### config.mk
export PLATFORM = sky130hd
export DESIGN_NAME = bp_update_ctrl
export DESIGN_NICKNAME = d
export VERILOG_FILES = /design/src/rtl/bp_update_ctrl.sv
export SDC_FILE = /design/constraint.sdc
export NUM_CORES = 1
export LEC_CHECK = 0
export BUFFER_PORTS_ARGS = -buffer_cell sky130_fd_sc_hd__buf_2
export CAP_MARGIN = 20
export CORE_ASPECT_RATIO = 1.75
export CORE_UTILIZATION = 46
export DETAILED_ROUTE_END_ITERATION = 7
export PLACE_DENSITY = 0.66
export SLEW_MARGIN = 15
export SYNTH_ARGS = -nofsm -noshare
export SYNTH_HDL_FRONTEND = slang
export SYNTH_SLANG_ARGS = --single-unit
### constraint.sdc
create_clock -name clk -period 3.25 [get_ports clk]
set_input_delay 0.975 -clock clk [delete_from_list [all_inputs] [get_ports clk]]
set_output_delay 0.975 -clock clk [all_outputs]
set_load 0.02 [all_outputs]
### src/rtl/bp_update_ctrl.sv
// Branch predictor write-port scheduler.
// Resolved branches from EX are checked for misprediction (redirect + flush
// window), filtered into a small update queue, and drained one write per
// cycle. A bp_clear request takes over the write port for a full-table
// invalidation sweep; the queue keeps filling meanwhile and drains afterwards.
//
// Handshake: a branch transfers on a rising edge where br_valid && br_ready.
// br_ready is a register derived from next-cycle state (queue not full and
// recovery FSM idle); it never depends on this cycle's dequeue, and EX holds
// its branch stable while br_ready is low.
module bp_update_ctrl #(
    parameter int ADDR_W       = 32,
    parameter int BHT_LEN      = 7,
    parameter int QDEPTH       = 4,
    parameter int FLUSH_CYCLES = 2
) (
    input  logic              clk,
    input  logic              rst,
    input  logic              br_valid,
    output logic              br_ready,
    input  logic [ADDR_W-1:0] br_pc,
    input  logic              br_taken,
    input  logic [ADDR_W-1:0] br_target,
    input  logic              br_pred_taken,
    input  logic [ADDR_W-1:0] br_pred_target,
    input  logic              bp_clear,
    output logic              clear_busy,
    output logic              redirect_valid,
    output logic [ADDR_W-1:0] redirect_pc,
    output logic              flush,
    output logic              change_enable,
    output logic [ADDR_W-1:0] addr_r,
    output logic              jmp_r,
    output logic [ADDR_W-1:0] real_target,
    output logic              rec_state_dbg,
    output logic              port_state_dbg
);

    localparam int PTR_W = $clog2(QDEPTH);
    localparam int CNT_W = PTR_W + 1;
    localparam int FC_W  = $clog2(FLUSH_CYCLES + 1);

    typedef enum logic {REC_IDLE = 1'b0, REC_RECOVER = 1'b1} rec_state_t;
    typedef enum logic {PORT_DRAIN = 1'b0, PORT_SWEEP = 1'b1} port_state_t;

    rec_state_t  rec_state;
    port_state_t port_state;

    logic [FC_W-1:0]    flush_cnt;
    logic               clear_req;
    logic [BHT_LEN-1:0] sweep_idx;

    logic [ADDR_W-1:0] q_pc     [QDEPTH];
    logic              q_taken  [QDEPTH];
    logic [ADDR_W-1:0] q_target [QDEPTH];
    logic [PTR_W-1:0]  wr_ptr;
    logic [PTR_W-1:0]  rd_ptr;
    logic [CNT_W-1:0]  count;

    logic              accept;
    logic              mispredict;
    logic              enq;
    logic              deq;
    logic [CNT_W-1:0]  count_next;
    logic              rec_idle_next;
    logic [ADDR_W-1:0] sweep_addr;

    assign accept     = br_valid && br_ready;
    assign mispredict = (br_taken != br_pred_taken) ||
                        (br_taken && (br_target != br_pred_target));
    // Only branches that are or were believed taken carry useful BTB state.
    assign enq        = accept && (br_taken || br_pred_taken);
    // The port is handed to the sweep on the edge clear_req is seen, so no
    // dequeue may happen on that edge.
    assign deq        = (port_state == PORT_DRAIN) && !clear_req && (count != '0);
    assign count_next = count + CNT_W'(enq) - CNT_W'(deq);

    assign rec_idle_next = ((rec_state == REC_IDLE) && !(accept && mispredict)) ||
                           ((rec_state == REC_RECOVER) && (flush_cnt == '0));

    assign sweep_addr = {{(ADDR_W-BHT_LEN-2){1'b0}}, sweep_idx, 2'b00};

    assign rec_state_dbg  = (rec_state == REC_RECOVER);
    assign port_state_dbg = (port_state == PORT_SWEEP);

    // Update queue storage: written at the tail on every enqueue.
    always_ff @(posedge clk) begin
        if (enq) begin
            q_pc[wr_ptr]     <= br_pc;
            q_taken[wr_ptr]  <= br_taken;
            q_target[wr_ptr] <= br_target;
        end
    end

    // Queue pointers and occupancy.
    always_ff @(posedge clk or negedge rst) begin
        if (!rst) begin
            wr_ptr <= '0;
            rd_ptr <= '0;
            count  <= '0;
        end else begin
            if (enq) wr_ptr <= wr_ptr + 1'b1;
            if (deq) rd_ptr <= rd_ptr + 1'b1;
            count <= count_next;
        end
    end

    // Recovery FSM: redirect pulse, flush window and accept gating.
    always_ff @(posedge clk or negedge rst) begin
        if (!rst) begin
            rec_state      <= REC_IDLE;
            flush_cnt      <= '0;
            redirect_valid <= 1'b0;
            redirect_pc    <= '0;
            flush          <= 1'b0;
            br_ready       <= 1'b0;
        end else begin
            redirect_valid <= 1'b0;
            br_ready       <= rec_idle_next && (count_next != CNT_W'(QDEPTH));
            case (rec_state)
                REC_IDLE: begin
                    if (accept && mispredict) begin
                        rec_state      <= REC_RECOVER;
                        flush          <= 1'b1;
                        flush_cnt      <= FC_W'(FLUSH_CYCLES - 1);
                        redirect_valid <= 1'b1;
                        redirect_pc    <= br_taken ? br_target : (br_pc + ADDR_W'(4));
                    end
                end
                REC_RECOVER: begin
                    if (flush_cnt == '0) begin
                        rec_state <= REC_IDLE;
                        flush     <= 1'b0;
                    end else begin
                        flush_cnt <= flush_cnt - 1'b1;
                    end
                end
                default: rec_state <= REC_IDLE;
            endcase
        end
    end

    // Write-port FSM: drain queued updates or run the invalidation sweep.
    always_ff @(posedge clk or negedge rst) begin
        if (!rst) begin
            port_state    <= PORT_DRAIN;
            clear_req     <= 1'b0;
            clear_busy    <= 1'b0;
            sweep_idx     <= '0;
            change_enable <= 1'b0;
            addr_r        <= '0;
            jmp_r         <= 1'b0;
            real_target   <= '0;
        end else begin
            // Busy covers the pending request, the sweep itself, and the
            // cycle showing the last sweep write.
            clear_busy <= (bp_clear && !clear_busy) || clear_req ||
                          (port_state == PORT_SWEEP);
            if (bp_clear && !clear_busy) clear_req <= 1'b1;
            case (port_state)
                PORT_DRAIN: begin
                    if (clear_req) begin
                        port_state    <= PORT_SWEEP;
                        clear_req     <= 1'b0;
                        sweep_idx     <= '0;
                        change_enable <= 1'b0;
                    end else if (count != '0) begin
                        change_enable <= 1'b1;
                        addr_r        <= q_pc[rd_ptr];
                        jmp_r         <= q_taken[rd_ptr];
                        real_target   <= q_target[rd_ptr];
                    end else begin
                        change_enable <= 1'b0;
                    end
                end
                PORT_SWEEP: begin
                    change_enable <= 1'b1;
                    addr_r        <= sweep_addr;
                    jmp_r         <= 1'b0;
                    real_target   <= '0;
                    if (sweep_idx == {BHT_LEN{1'b1}}) begin
                        port_state <= PORT_DRAIN;
                    end else begin
                        sweep_idx <= sweep_idx + 1'b1;
                    end
                end
                default: port_state <= PORT_DRAIN;
            endcase
        end
    end

endmodule

==> impl_results.md, run 1 <==
- Syn Nets: 1,101
- Adder-cell share of the synthesized area: 0.00935
- Post-DP HPWL: 25,800 um
- Top-Level Pins: 206
- Synth Area per Inst: 15.7 um2
- Largest fanout on the critical path: 3
- GRT Resource Usage Total: 0.231
- Area grow syn2layout: 19.1%
- Clock Latency Late Sink: 0.53 ns
- Commonest non-fill, non-tap cell in the layout: edfxtp_1
- Critical Path End: br_ready
- CP startpoint kind: flip-flop
- Final Skew: 0.0118 ns
- Worst slew margin: 0.465
- Synth unique cells: 44
- Crit path largest cell delay: 0.42 ns
- Die span in y: 245 um
- Number of cells on the worst reg-to-reg path: 11
- Total congestion overflow: 0
- Register share of total power: 0.429
- Post-Route WL: 38,700 um
- # resized after CTS: 0
- Max Cap Violations: 0
- CTS Buf Count: 37
- Clk slew on worst S/H paths: 0.06 ns
- Power Dens Cells: 838 nW/um2
- Initial Util: 0.468
- Design Area, Final: 18,500 um2
- Rows: 88
- Vias: 9,202
- Initial antenna violation count: 7
- Drt drc: 0
- HP Class: in2async
- Routability Congestion: 0.834
- Final Util: 0.558
- Die span in x: 141 um
- Number of port buffers: 205
- Final Hold Violating Endpoints: 0
- Met3 Usage GRT: 0.0455
- # Post-CTS Setup Buffers: 0
- Yosys warns: 0
- Status: complete, no violations
- Sw Pwr: 4.98 mW
- RSZ-0062 raised after global routing: no
- Syn Inst Count: 988
- Clock Path Buffers: 3
- Synth Area in Compound Gates: 0.0371
- Asr flop ratio synth: 0.318
- Critical R2R Capture: br_ready
- Clock root buffer master: clkbuf_16
- CP max-delay cell: dfrtp_1
- 1st-pass router iterations: 5
- Worst EP required: 3.67 ns
- EDFF count, synth: 260
- Gate power share: 0.298
- CTS tree: built
- Leak: 7.17 nW
- Setup CP Type: reg2reg
- Full die area: 34,500 um2
- # hold bufs at CTS: 0
- Final Net Count: 1,328
- Largest net degree at the start of global routing: 67
- Ys flop type: edfxtp_1
- Crit path DAT: 3.05 ns
- Critical path startpoint: count[1]
- Global-route met2 utilization: 0.418
- Antenna-violating nets left: 0
- Post-route clock period utilization: 0.806
- Final WS setup: 0.629 ns
- Final setup violation count: 0
- Crit path time final: 2.62 ns
- WL/cell: 22.8 um
- CP Capture Type: flip-flop
- Worst R2R Setup Slack: 0.63 ns
- Clock power share: 0.272
- Int Pwr: 10.5 mW
- Net Sw Frac: 0.322
- Core ar.: 33,100 um2
- Commonest non-fill, non-tap cells in the layout: 260 x edfxtp_1, 204 x buf_2, 175 x nand2_1, 118 x dfrtp_1, 65 x mux4_2
- Mapped Area: 15,500 um2
- First-pass GRT wire length: 58,000 um
- Place WS: 0.0807 ns
- Synth Area in Simple Gates: 0.0717
- Least-Margin Pin Slew: 0.803 ns
- Yosys reg bits: 381
- Sequential area share after synthesis: 0.698
- Worst vdd ir: 0.513 mV
- Multiplexer share of the synthesized area: 0.127
- GRT busiest layer: met2
- Max Clk Rate: 382 MHz
- Setup TNS: 0 ns
- Clk sinks: 381
- Met1 Track Usage GR: 0.261
- # H-tree levels: 2
- Slew Limit Fails: 0
- Vias in the first global route: 9,572
- Layout cells sized above 1: 0.323
- XOR/XNOR share of the synthesized area: 0.0384
- Vias/cell: 5.42
- Reg-to-reg startpoint: count[1]
- DR iter-0 viols: 479
- Placed cell area: 17,300 um2
- Largest family of logic cells by synthesized area: multiplexers
- Total power: 15.5 mW
- Crit path cell chain: nor3_1 > or2_2 > nor2_1 > ha_1 > inv_1 > ha_1 > inv_1 > fa_1 > xnor2_1 > xnor2_1 > a311oi_1
==> power by group through the flow <==
stage | clock network (mW) | registers, mW | logic [mW]
floorplan | 0 | 6.95 | 2.79
global placement | 0 | 6.72 | 4.65
detailed placement | 0 | 6.75 | 4.73
CTS | 4.31 | 6.66 | 4.73
global route | 4.47 | 6.73 | 5.00
finish | 4.22 | 6.65 | 4.62
==> cell type report <==
cell class	count	area (um2)
multi-input combinational	543	4440
inverter	15	56.3
timing repair buffer	237	1390
tap	450	563
clock buffer	56	1040
antenna	3	7.51
sequential	381	10800
fill	2711	14700
clock inverter	12	143
==> logic make-up (layout without fill, tap and decap cells) <==
kind of cell	count (synthesis)	after routing
buf+inv	64	320
flops	381	381
other cells	0	3
fa+ha+maj	11	11
mux	108	108
simple gates	246	246
xor+xnor	68	68
compound gates	110	110
==> flip-flops by register name, summed over array words and instances, names as in the netlist, 2 cells and up <==
register,count
flush_cnt,2
addr_r,32
rd_ptr,2
redirect_pc,32
q_taken,4
q_target,128
wr_ptr,2
real_target,32
sweep_idx,7
count,3
q_pc,128
==> Yosys cell counts (2+ instances only) <==
library cell  instances  area share
edfxtp_1            260        0.50
nand2_1             175       0.042
dfrtp_1             121        0.20
mux4_2               65       0.094
a21oi_1              60       0.019
xor2_1               58       0.033
o21ai_0              36       0.012
clkbuf_1             30      0.0073
mux2_2               24       0.017
inv_1                15      0.0036
nor2_1               15      0.0036
nand4_1              13      0.0052
nand3_1              11      0.0035
ha_1                 10      0.0081
mux2_4               10      0.0097
xnor2_1              10      0.0056
buf_2                 9      0.0029
nor4_1                8      0.0032
mux2i_1               7      0.0045
and2_1                6      0.0024
buf_1                 6      0.0015
o21ai_1               5      0.0016
buf_6                 3      0.0022
nand2b_1              3      0.0012
nor2b_1               3      0.0012
a22o_1                2      0.0011
and4_1                2      0.0011
mux2_1                2      0.0015
nor4_4                2      0.0027
o31ai_1               2     0.00097
or2_2                 2     0.00081
==> per-stage QoR <==
step	cells	hold slack, ns
5_1_grt	1696	0.393
6_report	1697	0.373
3_5_place_dp	1626	0.474
4_1_cts	1694	0.378
3_3_place_gp	1626	0.466
2_1_floorplan	988	0.466
==> critical path: cells and delay by family (launching register included) <==
| family | cells | cell delay [ns] |
|---|---|---|
| AOI/OAI and AO/OA | 1 | 0.26 |
| xor gates and xnor gates | 2 | 0.28 |
| adders and majority gates | 3 | 0.78 |
| buffers and inverters | 2 | 0.10 |
| DFF | 1 | 0.42 |
| and+or+nand+nor | 3 | 0.68 |
==> worst min-delay path by stage <==
stage	startpoint	endpoint	slack, ns	depth (start not counted)
3_3_place_gp	redirect_pc[18]	redirect_pc[18]	0.47	1
2_1_floorplan	count[2]	count[2]	0.47	1
6_report	rst	real_target[13]	0.37	1
3_5_place_dp	redirect_pc[18]	redirect_pc[18]	0.47	1
5_1_grt	rst	real_target[13]	0.39	1
4_1_cts	rst	addr_r[11]	0.38	1
==> metal layers <==
layer / wire length [um] / part of all wire
met5: 40 / 0.0010
met4: 1650 / 0.043
met2: 20800 / 0.54
met1: 14000 / 0.36
met3: 2150 / 0.056
(Power assumes the default switching activity.)
==> run 2, diff against run 1 <==
--- a/config.mk
+++ b/config.mk
@@ -5,12 +5,13 @@
 export SDC_FILE = /design/constraint.sdc
 export NUM_CORES = 1
 export LEC_CHECK = 0
+export ABC_AREA = 1
 export BUFFER_PORTS_ARGS = -buffer_cell sky130_fd_sc_hd__buf_2
 export CAP_MARGIN = 20
 export CORE_ASPECT_RATIO = 1.75
 export CORE_UTILIZATION = 46
 export DETAILED_ROUTE_END_ITERATION = 7
-export PLACE_DENSITY = 0.66
+export PLACE_DENSITY = 0.68
 export SLEW_MARGIN = 15
 export SYNTH_ARGS = -nofsm -noshare
 export SYNTH_HDL_FRONTEND = slang
==> constraint.sdc (replaced) <==
create_clock -name clk -period 2.1 [get_ports clk]
set_input_delay 0.63 -clock clk [delete_from_list [all_inputs] [get_ports clk]]
set_output_delay 0.63 -clock clk [all_outputs]
set_load 0.02 [all_outputs]
==> run 2 against run 1 <==
  * Clock-buffer cell count decreased by 15
  * Combinational power up 65%
  * Setup slack worse by 0.88 ns
  * Register-to-register slack worse by 0.88 ns
  * Total power increased by 55%
  * Largest cell class unchanged
  * Routed wire length up 11%
  * Synthesized area increased by 2.2%
  * Utilization rose by 2.5 points
  * The run now ends with setup timing left
==> impl_results.md, run 2 <==
- Status: finished, violations left
- Failing checks: setup timing
- CP Capture Type: flip-flop
- Synth unique cells: 42
- Commonest non-fill, non-tap cells in the layout: 260 x edfxtp_1, 228 x nand2_1, 204 x buf_2, 165 x nor2_1, 155 x o21ai_0
- CP startpoint kind: flip-flop
- Final Skew: 0.0271 ns
- Layout cells sized above 1: 0.263
- Rows: 89
- CTS tree: built
- Sw Pwr: 8.33 mW
- Post-route clock period utilization: 1.12
- Sum of buffers and inverters on the critical path: 2
- Setup CP Type: reg2reg
- Post-DP HPWL: 29,300 um
- Syn Inst Count: 1,359
- EDFF count, synth: 260
- WL/cell: 19.9 um
- Hold Path End: q_pc[3][31]
- Sequential cell area: 10,800 um2
- Design Area, Final: 19,700 um2
- Clk slew on worst S/H paths: 0.07 ns
- Clock Latency Late Sink: 0.54 ns
- Worst R2R Setup Slack: -0.25 ns
- Clock power share: 0.266
- Routability Congestion: 0.900
- Crit path time final: 2.35 ns
- Synth Area per Inst: 11.7 um2
- Max Cap Violations: 0
- Ys flop type: edfxtp_1
- Final WS setup: -0.253 ns
- Post-Route WL: 42,900 um
- CP max-delay cell: or3_4
- Clock Path Buffers: 3
- Worst vdd ir: 0.943 mV
- Largest net degree at the start of global routing: 85
- Total congestion overflow: 0
- Most frequent cell after synthesis: edfxtp_1
- FILL cells: 2,844
- Mapped Area: 15,900 um2
- Vias in the first global route: 11,477
- Largest registers: q_pc: 128 flops, q_target: 128 flops
- Yosys warns: 0
- Power Dens Cells: 1220 nW/um2
- Gate power share: 0.317
- Area of the multi-input gates: 4490 um2
- CP most frequent cell: ha_4
- 1st-pass router iterations: 5
- Reg-to-reg startpoint: count[0]
- Net Sw Frac: 0.347
- Max Clk Rate: 425 MHz
- CTS Buf Count: 34
- Crit path cell chain: or3_4 > nand2_4 > nor2_4 > ha_4 > inv_4 > ha_4 > inv_2 > fa_2 > xnor2_2 > xnor2_1 > nor3b_2 > nor2_1
- Sequential area share after synthesis: 0.683
- Largest fanout on the critical path: 2
- DR iter-0 viols: 929
- Vias/cell: 5.36
- GRT Resource Usage Total: 0.251
- # H-tree levels: 2
- Top-Level Pins: 206
- Number of cells on the worst reg-to-reg path: 12
- Clk sinks: 381
- Commonest non-fill, non-tap cell in the layout: edfxtp_1
- Final Net Count: 1,789
- Top-area cell type share of the netlist area: 0.492
- Final setup violation count: 1
- Setup TNS: -0.253 ns
- HP Class: in2reg
- Initial antenna violation count: 3
- Worst path depth: 12
- Asr flop ratio synth: 0.318
- Crit path DAT: 2.78 ns
- Vias: 11,571
- Placed cell area: 18,500 um2
- RSZ-0062 raised after global routing: yes
- Top cell type by total area after synthesis: edfxtp_1
- Die span in x: 142 um
- Die span in y: 248 um
- Critical R2R Capture: br_ready
- Total power: 24.0 mW
- Register share of total power: 0.418
- WHS Path Cells: 1
- Final Hold Violating Endpoints: 0
- Slew Limit Fails: 0
- Initial Util: 0.468
- Number of port buffers: 205
- Worst slew margin: 0.411
- Least-Margin Pin Slew: 0.884 ns
- Worst EP required: 2.53 ns
- First-pass GRT wire length: 65,400 um
- Core ar.: 33,900 um2
- Syn Nets: 1,472
- Yosys reg bits: 381
- Area grow syn2layout: 24.4%
- Leak: 8.25 nW
- Clock root buffer master: clkbuf_16
- Drt drc: 0
- HP Start: br_pc[31]
- Int Pwr: 15.7 mW
- Full die area: 35,300 um2
- Top cells by count, synth: 260 x edfxtp_1, 229 x nand2_1, 170 x nor2_1
- CP top delay family: simple AND/OR/NAND/NOR gates
- Crit path largest cell delay: 0.41 ns
- Place WS: -0.661 ns
- Synth area leaders: edfxtp_1 49%, dfrtp_1 19%, nand2_1 5.4%
- Antenna-violating nets left: 0
run 2: cell count changes after synthesis, moves of 24 or more:
| cell | previous run | this run |
|---|---|---|
| nor2_1 | 15 | 170 |
| o21ai_0 | 36 | 155 |
| o22ai_1 | 1 | 69 |
| mux4_2 | 65 | 0 |
| a22o_1 | 2 | 58 |
| nand2_1 | 175 | 229 |
| a21oi_1 | 60 | 9 |
| inv_1 | 15 | 64 |
| xor2_1 | 58 | 12 |
| mux2_2 | 24 | 0 |
run 2: worst max-delay path by stage:
stage	start	to	slack (ns)
CTS	count[0]	br_ready	-0.23
floorplan	br_taken	br_ready	-0.88
detailed placement	br_taken	br_ready	-0.66
global route	count[0]	br_ready	-0.35
finish	count[0]	br_ready	-0.25
global placement	br_taken	br_ready	-0.58
run 2: cell type report:
type,count,area share
Clock buffer,41,0.0487
Sequential cell,381,0.549
Timing Repair Buffer,353,0.122
Antenna cell,2,0.000254
Inverter,70,0.0135
Multi-Input combinational cell,836,0.228
Tap cell,455,0.0289
Clock inverter,21,0.00932
run 2: per-stage QoR:
step,util,hold slack [ns],instances
after floorplan,-,0.334,1359
after global placement,0.548,0.464,2092
after detailed placement,0.548,0.462,2092
after CTS,0.582,0.329,2156
after global routing,0.583,0.337,2159
final,0.583,0.339,2159
run 2: logic make-up (layout without fill, tap and decap cells):
kind of cell,Yosys count,count (layout),synth area share
and+or+nand+nor,470,470,0.122
DFF,381,381,0.683
AOI/OAI and AO/OA,308,308,0.119
buffers and inverters,142,485,0.0405
xor gates and xnor gates,42,42,0.0232
adders and majority gates,11,11,0.00915
muxes,5,5,0.00316
other,0,2,0
run 2: power by group through the flow:
stage / Clock [mW] / Combinational (mW) / Sequential [mW]
floorplan: 0 / 4.01 / 10.7
global placement: 0 / 7.42 / 10.2
detailed placement: 0 / 7.62 / 10.2
CTS: 6.49 / 7.69 / 10.0
global route: 6.76 / 8.34 / 10.2
finish: 6.39 / 7.61 / 10.0
run 2: worst register-to-register path, cell delays in order (launching register included):
cell,delay [ns]
dfrtp_1,0.38
or3_4,0.41
nand2_4,0.08
nor2_4,0.04
ha_4,0.22
inv_4,0.05
ha_4,0.12
inv_2,0.03
fa_2,0.34
xnor2_2,0.15
xnor2_1,0.16
nor3b_2,0.20
nor2_1,0.05
run 2: repair_timing:
item,4_1_cts,5_1_grt
gates resized for setup,4,0
setup buffers,1,1
hold buffers,1,0
setup endpoints to repair,2,2
endpoints found under the hold margin,1,0
pin swaps,5,0
run 2: layer usage:
layer	global-route usage	vias to the layer above	wire length, um
met5	0	-	17
li1	-	5416	-
met4	0.108	2	1690
met3	0.0287	85	2100
met2	0.450	386	22400
met1	0.302	5682	16600
==> run 3, diff against run 2 <==
--- a/config.mk
+++ b/config.mk
@@ -12,6 +12,7 @@
 export CORE_UTILIZATION = 46
 export DETAILED_ROUTE_END_ITERATION = 7
 export PLACE_DENSITY = 0.68
+export SKIP_CTS_REPAIR_TIMING = 1
 export SLEW_MARGIN = 15
 export SYNTH_ARGS = -nofsm -noshare
 export SYNTH_HDL_FRONTEND = slang
==> run 3 against run 2 <==
  * The flow finishes with violations (hold timing, setup timing)
  * Routed wire length increased by 0.12%
  * Die area unchanged
  * Register-to-register slack hardly changed
  * Critical path type unchanged
  * Critical endpoint unchanged
  * Largest cell class unchanged
==> impl_results.md, run 3 (same netlist as run 2, synthesis figures left out) <==
- Status: finished, violations left
- Failing checks: hold timing, setup timing
- Antenna-violating nets left: 0
- 1st-pass router iterations: 5
- GRT Resource Usage Total: 0.251
- Setup CP Type: reg2reg
- Total congestion overflow: 0
- CTS Buf Count: 34
- Clk sinks: 381
- Reg-to-reg startpoint: count[0]
- Largest fanout on the critical path: 2
- Post-DP HPWL: 29,300 um
- Largest registers: q_pc: 128 flops, q_target: 128 flops
- CP startpoint kind: flip-flop
- First-pass GRT wire length: 65,400 um
- Final WS setup: -0.260 ns
- Die span in y: 248 um
- DR iter-0 viols: 920
- Max Clk Rate: 424 MHz
- Number of cells on the worst reg-to-reg path: 12
- Clock Latency Late Sink: 0.54 ns
- Core ar.: 33,900 um2
- Slew Limit Fails: 0
- Worst R2R Setup Slack: -0.26 ns
- Final Net Count: 1,787
- Rows: 89
- Clk slew on worst S/H paths: 0.07 ns
- Final setup violation count: 1
- Clock root buffer master: clkbuf_16
- Worst slew margin: 0.410
- Final Skew: 0.0268 ns
- Post-route clock period utilization: 1.12
- CP Capture Type: flip-flop
- FILL cells: 2,846
- Crit path DAT: 2.79 ns
- Routability Congestion: 0.900
- Total power: 24.0 mW
- Max Cap Violations: 0
- Final Hold Violating Endpoints: 1
- Fin Hold WS: -0.0170 ns
- Initial antenna violation count: 3
- # H-tree levels: 2
- Least-Margin Pin Slew: 0.885 ns
- Full die area: 35,300 um2
- Commonest non-fill, non-tap cells in the layout: 260 x edfxtp_1, 228 x nand2_1, 204 x buf_2, 165 x nor2_1, 155 x o21ai_0
- Critical path startpoint: count[0]
- Worst EP required: 2.53 ns
- HP Class: in2async
- Critical R2R Capture: br_ready
- Leak: 8.25 nW
- Largest net degree at the start of global routing: 85
- Vias in the first global route: 11,467
- Vias/cell: 5.38
- Vias: 11,619
- Top-Level Pins: 206
- Worst vdd ir: 0.944 mV
- CTS tree: built
- Power Dens Cells: 1220 nW/um2
- Clock Path Buffers: 3
- Commonest non-fill, non-tap cell in the layout: edfxtp_1
- Die span in x: 142 um
- Layout cells sized above 1: 0.262
- Area grow syn2layout: 24.3%
- Crit path time final: 2.36 ns
- Final Util: 0.582
- Initial Util: 0.468
- Number of port buffers: 205
- Post-Route WL: 42,900 um
- Drt drc: 0
- RSZ-0062 raised after global routing: yes
- WL/cell: 19.9 um
run 3: worst max-delay path by stage:
stage               endpoint  slack, ns  depth (start not counted)
finish              br_ready      -0.26                         12
global route        br_ready      -0.35                         12
CTS                 br_ready      -0.35                         12
detailed placement  br_ready      -0.66                         13
global placement    br_ready      -0.58                         13
floorplan           br_ready      -0.88                         16
run 3: cell type report:
cell class | instances | area (um2) | share of cell area
diodes | 4 | 10.0 | 0.000508
multi-input cells | 836 | 4490 | 0.228
repair buffers | 351 | 2390 | 0.121
well taps | 455 | 569 | 0.0289
clock buffers | 41 | 961 | 0.0487
inverters | 70 | 267 | 0.0135
flip-flops and latches | 381 | 10800 | 0.550
clock inverters | 21 | 184 | 0.00933
run 3: report_power, final:
group	total (mW)	internal, mW	switching [mW]
Combinational	7.60	2.65	4.95
Sequential	10.0	9.40	0.645
Clock	6.39	3.65	2.74
Total	24.0	15.7	8.34
run 3: per-layer routing:
layer  global-route usage  vias to the layer above  part of all wire
li1                     -                     5421                 -
met1                0.303                     5718              0.39
met2                0.448                      397              0.52
met5                    0                        -                 0
met4                0.108                        0             0.040
met3               0.0287                       83             0.050
run 3: critical path, cell delays in order (launching register included):
cell,delay [ns]
dfrtp_1,0.38
or3_4,0.41
nand2_4,0.08
nor2_4,0.04
ha_4,0.22
inv_4,0.05
ha_4,0.12
inv_2,0.03
fa_2,0.34
xnor2_2,0.14
xnor2_1,0.16
nor3b_2,0.20
nor2_1,0.06
run 3: per-stage QoR:
stage                     TNS [ns]  cells  area (um2)  worst slack (ns)
after floorplan            -224.56   1359       16000            -0.879
after global placement      -30.03   2092       18500            -0.575
after detailed placement    -35.08   2092       18500            -0.661
after CTS                   -0.427   2154       19700            -0.354
after global routing        -0.406   2157       19700            -0.350
final                       -0.260   2159       19700            -0.260
